**src/rtl/serial_adder_pkg.sv**
```systemverilog
// Shared types and elaboration-time helpers for the digit-serial adder/subtractor.
package serial_adder_pkg;

  typedef enum logic [1:0] {IDLE, RUN, DONE} state_t;

  function automatic int calc_steps(input int width, input int digit);
    return width / digit;
  endfunction

  // Step counter needs at least one bit even when a single step covers the word.
  function automatic int calc_cnt_w(input int steps);
    return (steps > 1) ? $clog2(steps) : 1;
  endfunction

endpackage

```
**src/rtl/full_adder.sv**
```systemverilog
// One-bit full adder cell; purely combinational, no state, no flow control.
module full_adder (
  input  logic a,
  input  logic b,
  input  logic cin,
  output logic s,
  output logic cout
);

  assign s    = a ^ b ^ cin;
  assign cout = (a & b) | (cin & (a ^ b));

endmodule

```
**src/rtl/serial_adder.sv**
```systemverilog
// Digit-serial WIDTH-bit add/subtract, DIGIT bits per clock; done pulses STEPS cycles after start.
// start is honoured only in IDLE or DONE and ignored while busy.
module serial_adder
  import serial_adder_pkg::*;
#(
  parameter int WIDTH = 8,
  parameter int DIGIT = 1
) (
  input  logic             clk,
  input  logic             rst,
  input  logic             start,
  input  logic             Sub,
  input  logic [WIDTH-1:0] A,
  input  logic [WIDTH-1:0] B,
  input  logic             Cin,
  output logic             busy,
  output logic             done,
  output logic [WIDTH-1:0] S,
  output logic             Cout,
  output logic             Ovf
);

  localparam int STEPS = calc_steps(WIDTH, DIGIT);
  localparam int CNT_W = calc_cnt_w(STEPS);
  localparam logic [CNT_W-1:0] LAST = CNT_W'(STEPS - 1);

  state_t state, state_nxt;

  logic [WIDTH-1:0] op_a, op_b;
  logic [WIDTH-1:0] s_shift;
  logic             carry;
  logic [CNT_W-1:0] cnt;
  logic [DIGIT:0]   chain_c;
  logic [DIGIT-1:0] chain_s;
  logic             accept;
  logic             last_step;

  assign chain_c[0] = carry;

  genvar i;
  for (i = 0; i < DIGIT; i++) begin : g_cell
    full_adder u_fa (
      .a    (op_a[i]),
      .b    (op_b[i]),
      .cin  (chain_c[i]),
      .s    (chain_s[i]),
      .cout (chain_c[i+1])
    );
  end

  // New digit enters at the top so the LSB digit lands at bit 0 after STEPS shifts.
  assign s_shift = (S >> DIGIT) | (WIDTH'(chain_s) << (WIDTH - DIGIT));

  always_comb begin
    state_nxt = state;
    busy      = 1'b0;
    done      = 1'b0;
    accept    = 1'b0;
    last_step = (cnt == LAST);
    case (state)
      IDLE: begin
        if (start) begin
          accept    = 1'b1;
          state_nxt = RUN;
        end
      end
      RUN: begin
        busy = 1'b1;
        if (last_step) state_nxt = DONE;
      end
      DONE: begin
        done = 1'b1;
        if (start) begin
          accept    = 1'b1;
          state_nxt = RUN;
        end else begin
          state_nxt = IDLE;
        end
      end
      default: state_nxt = IDLE;
    endcase
  end

  always_ff @(posedge clk) begin
    if (rst) begin
      state <= IDLE;
      op_a  <= '0;
      op_b  <= '0;
      carry <= 1'b0;
      cnt   <= '0;
      S     <= '0;
      Cout  <= 1'b0;
      Ovf   <= 1'b0;
    end else begin
      state <= state_nxt;
      if (accept) begin
        op_a  <= A;
        op_b  <= Sub ? ~B : B;
        carry <= Sub | Cin;
        cnt   <= '0;
      end else if (state == RUN) begin
        op_a  <= op_a >> DIGIT;
        op_b  <= op_b >> DIGIT;
        S     <= s_shift;
        carry <= chain_c[DIGIT];
        cnt   <= cnt + CNT_W'(1);
        if (last_step) begin
          Cout <= chain_c[DIGIT];
          Ovf  <= chain_c[DIGIT] ^ chain_c[DIGIT-1];
        end
      end
    end
  end

endmodule

```
**config.mk**
```make
export PLATFORM = sky130hd
export DESIGN_NAME = serial_adder
export DESIGN_NICKNAME = d
export VERILOG_FILES = /design/src/rtl/serial_adder_pkg.sv /design/src/rtl/full_adder.sv /design/src/rtl/serial_adder.sv
export SDC_FILE = /design/constraint.sdc
export NUM_CORES = 1
export LEC_CHECK = 0
export BUFFER_PORTS_ARGS = -buffer_cell sky130_fd_sc_hd__buf_4
export CAP_MARGIN = 20
export CELL_PAD_IN_SITES_DETAIL_PLACEMENT = 2
export CELL_PAD_IN_SITES_GLOBAL_PLACEMENT = 2
export CORE_MARGIN = 10
export CORE_UTILIZATION = 33
export DETAILED_ROUTE_END_ITERATION = 6
export HOLD_SLACK_MARGIN = 0.03
export PLACE_DENSITY_LB_ADDON = 0.1
export SLEW_MARGIN = 20
export SYNTH_ARGS = -nofsm -noshare
export SYNTH_HDL_FRONTEND = slang
export SYNTH_SLANG_ARGS = --single-unit
```
**constraint.sdc**
```tcl
create_clock -name clk -period 2.45 [get_ports clk]
set_input_delay 0.49 -clock clk [delete_from_list [all_inputs] [get_ports clk]]
set_output_delay 0.49 -clock clk [all_outputs]
set_load 0.05 [all_outputs]
```
* Word level (Yosys, flattened, before mapping)
Cells that the tools add are included.
Storage, ports and cells: bits in registers 32, output and inout port bits 12, logic and storage cells 46
Cells by class: add/sub/neg operators 1, eq/ne operators 5, muxes and demuxes 15, bitwise gates (word level) 10, reductions and logical operators 7
Operators by type and width (count):
- two-way mux 8 bit | 5
- NOT 8 bit | 1
- OR 7 x 8 -> 8 bit | 1
- two-way mux 1 bit | 7
- one-hot mux 2 bit (3 select lines) | 1
- two-way mux 2 bit | 2
- != test 2 bit, second input constant | 2
- AND reduction 2 bit | 2
- OR reduction 2 bit | 2
- adder 3 x 1 -> 3 bit, second input constant | 1
- == test 3 bit, second input constant | 1
- AND reduction 3 bit | 1
- bitwise XOR 1 bit | 3
- AND 1 bit | 2
- == test 2 x 1 -> 1 bit, second input constant | 1
- == test 2 bit, second input constant | 1
- zero test 2 bit | 1
- OR 1 bit | 2
- nonzero test 2 bit | 1
- NOT 1 bit | 1

* Depth between registers and ports, before layout
depth after elaboration 5, depth in mapped cells 6, mapped depth without buffers 5

* By module
Synthesis repeated with hierarchy kept, for this count alone.
Unflattened totals: cells, all modules 155, area, all modules 1376.3 um^2
By module, submodules not included:
- serial_adder | times used 1, cells an instance 154, area each 1356.3 um^2, sequential area each 640.6 um^2
- full_adder | times used 1, cells an instance 1, area each 20.0 um^2, sequential area each 0.0 um^2

* Least setup slack after synthesis
OpenSTA, ideal clock, no wires.
kind register -> output, from register state[1], to output port done, arrival time 1.023 ns, data required time 1.960 ns, path slack 0.937 ns, cell stages (with the launch flop) 2, path buffers 0, cell sequence dfxtp_1 > nor2b_1
On the way: word-level cells in the longest chain between the ends 2
RTL lines:
- start, declared | line serial_adder.sv:27 | state_t state, state_nxt;
- start signal, assigned | line serial_adder.sv:95 | state <= state_nxt;
- == test 2 bit | line serial_adder.sv:60 | case (state)
- two-way mux 1 bit | line serial_adder.sv:60
- end, declared | line serial_adder.sv:17 | output logic done,
No other way between the ends.

* Final worst setup path
from register state[0], to output port busy
On the way: word-level cells in the longest chain between the ends 2
RTL lines:
- == test 2 x 1 -> 1 bit | line serial_adder.sv:60
- two-way mux 1 bit | line serial_adder.sv:60
- end, declared | line serial_adder.sv:16 | output logic busy,
No other way between the ends.

==> results.toml <==
[worst_setup_path]
critPathSlowestCell = "dfxtp_1"
r2r-end = "op_b[0]"
cp-start-kind = "flip-flop"
end_kind = "output pin"
path_buf_inv = 2
worstPathMaxFanout = 28
critPathTopFamily = "buffers and inverters"
rr_worst_depth = 3
path_class = "flip-flop to output pin"
rr_startpoint = "state[0]"
critPathMaxStageDelay_ns = 0.42
arrival_ns = 1.34
required_ns = 1.96
path_cells = "nand2b_1 -> inv_6 -> buf_4"
worst-r2r-setup-slack_ns = 0.83

[global_route]
grt_pass1_wl_mm = 6.61
grt_max_degree = 33
grt_overflow = 0
grt_pass1_vias = 1361
track_usage = 0.111
antenna_found_initial = 0

[pwr]
p_total_w = 0.00119
p_leak_nw = 0.688
switching_power_w = 0.000313
powerDensity_nw_per_um2 = 699
internal_power_w = 0.000881
pwr-share-seq = 0.481
comb_power_share = 0.157
clockPowerShare = 0.362
p_sw_frac = 0.262
vdd_drop_max_uv = 287

[timing]
fin_crit_sh = 0.746
whs_ns = 0.472
rsz0062_at_grt = "false"
min_period_ns = 1.83
worst_slew_pin_slew_ns = 0.795
skew_ns = 0.00303
setup_violations = 0
slew_headroom = 0.470
slew_viol_final = 0
fmax_mhz = 547
tns_ns = 0
hold_viol = 0

[floorplanning]
die_h_um = 85.4
core_um2 = 4060
row_count = 23
die-area_um2 = 7290
ios = 33
start_util = 0.348
die_w_um = 85.4

[clocking]
cts.clk_slew.worst_paths_ns = 0.06
clk_latency_ns = 0.28
cts_hold_buf = 0
cts_max_path_buffers = 2
ctsRootBufferMaster = "clkbuf_8"
cts_resized = 0
cts_tree = "built"
cts.sinks = 32
cts_setup_buffers = 0
htree_levels = 2
cts_made_buffers = 5

[min_path]
min_path_type = "flip-flop to flip-flop"
hold-path-endpoint = "op_b[7]"
holdCritStartpoint = "op_b[7]"
min_path_cells = 2

[synthesis]
synthCells = 154
synth_area_per_cell_um2 = 9.16
yosysWarningCount = 0
synth_nets = 178
synth_cell_types = 27
ys_seq_elements = 32
ys_seq_area_frac = 0.454
syn_area_um2 = 1410

[routing]
post_drt_wl_per_cell_um = 16.9
dr.pass1.iters = 2
route.vias.total = 1210
wirelength_mm = 3.92
ant_nets = 0
drt_iter0_drc = 49
drc_errors = 0
viasPerCell = 5.22

[placed_design]
io_buffers = 32
hpwl_mm = 2.74
placedCellCount = 225
place_congestion = 0.695

[finish]
drive_above_1_share = 0.253
final_common_cell = "buf_4"
fin_cells = 232
area_growth_pct = 21.1
final_util = 0.421
n_antenna_cell = 0
final_cell_mix = "34 x buf_4, 32 x dfxtp_1, 28 x nor3_1"
fin_nets = 206

[status]
outcome = "finished, final reports clean"

[job]
maxCapViolCount = 0
## Yosys cell counts
cell	instances	area, µm²
dfxtp_1	32	641
nor3_1	28	140
nand2_1	22	82.6
o22ai_1	12	75.1
a21oi_1	11	55.1
xor2_1	9	78.8
buf_4	4	30.0
buf_6	4	45.0
clkbuf_1	3	11.3
mux2i_1	3	30.0
nand3_1	3	15.0
nor2_1	3	11.3
buf_8	2	30.0
ha_1	2	25.0
nand2b_1	2	12.5
nand3_2	2	20.0
nor2b_1	2	12.5
a21oi_2	1	8.76
a22oi_1	1	7.51
a311oi_2	1	15.0
a31oi_1	1	6.26
fa_1	1	20.0
inv_6	1	8.76
nand3b_1	1	7.51
o21a_1	1	7.51
o21ai_0	1	5.00
xnor2_1	1	8.76
## cell type report
class / instances / area [µm²]
inverter: 1 / 8.76
sequential: 32 / 641
timing repair buffer: 34 / 255
clock buffer: 7 / 96.3
multi-input combinational: 108 / 644
tap: 50 / 62.6
fill: 470 / 2350
## metrics by stage
stage               area [µm²]  setup slack [ns]
floorplan                 1410             0.937
global placement          1610             0.833
detailed placement        1610             0.694
CTS                       1710             0.596
global route              1710             0.543
finish                    1710             0.621
## tightest hold or removal path: stages, from the launching register on
cell	delay, ns
dfxtp_1	0.31
nand3_1	0.06
a21oi_1	0.05
## cell families after synthesis
| logic type | synth area share |
|---|---|
| simple gates | 0.214 |
| buf+inv | 0.0887 |
| compound gates | 0.128 |
| fa+ha+maj | 0.0319 |
| mux | 0.0213 |
| flops | 0.454 |
| xor+xnor | 0.0621 |
## registers in the layout, indices dropped and copies added, names as in the netlist
register	flops
Ovf	1
state	2
S	8
op_a	8
carry	1
Cout	1
cnt	3
op_b	8
## routing by layer
layer	global-route usage	share of wire	vias to the layer above
met3	0.0440	0.054	6
li1	-	-	588
met4	0.0359	0.012	0
met2	0.196	0.51	23
met5	0	0	-
met1	0.116	0.42	593
## how the worst max path moves through the flow
stage	start	end	slack, ns	cells past startpoint
floorplan	state[1]	done	0.94	1
finish	state[0]	busy	0.62	3
global route	state[0]	busy	0.54	3
global placement	start	op_a[4]	0.83	5
CTS	state[0]	busy	0.60	3
detailed placement	start	op_b[2]	0.69	5
## power by group through the flow
| stage | logic [W] | registers, W | clock network (W) |
|---|---|---|---|
| after floorplan | 0.000142 | 0.000587 | 0 |
| after global placement | 0.000181 | 0.000584 | 0 |
| after detailed placement | 0.000190 | 0.000586 | 0 |
| after CTS | 0.000191 | 0.000575 | 0.000448 |
| after global routing | 0.000210 | 0.000578 | 0.000475 |
| final | 0.000187 | 0.000575 | 0.000432 |
(Power assumes the default switching activity.)
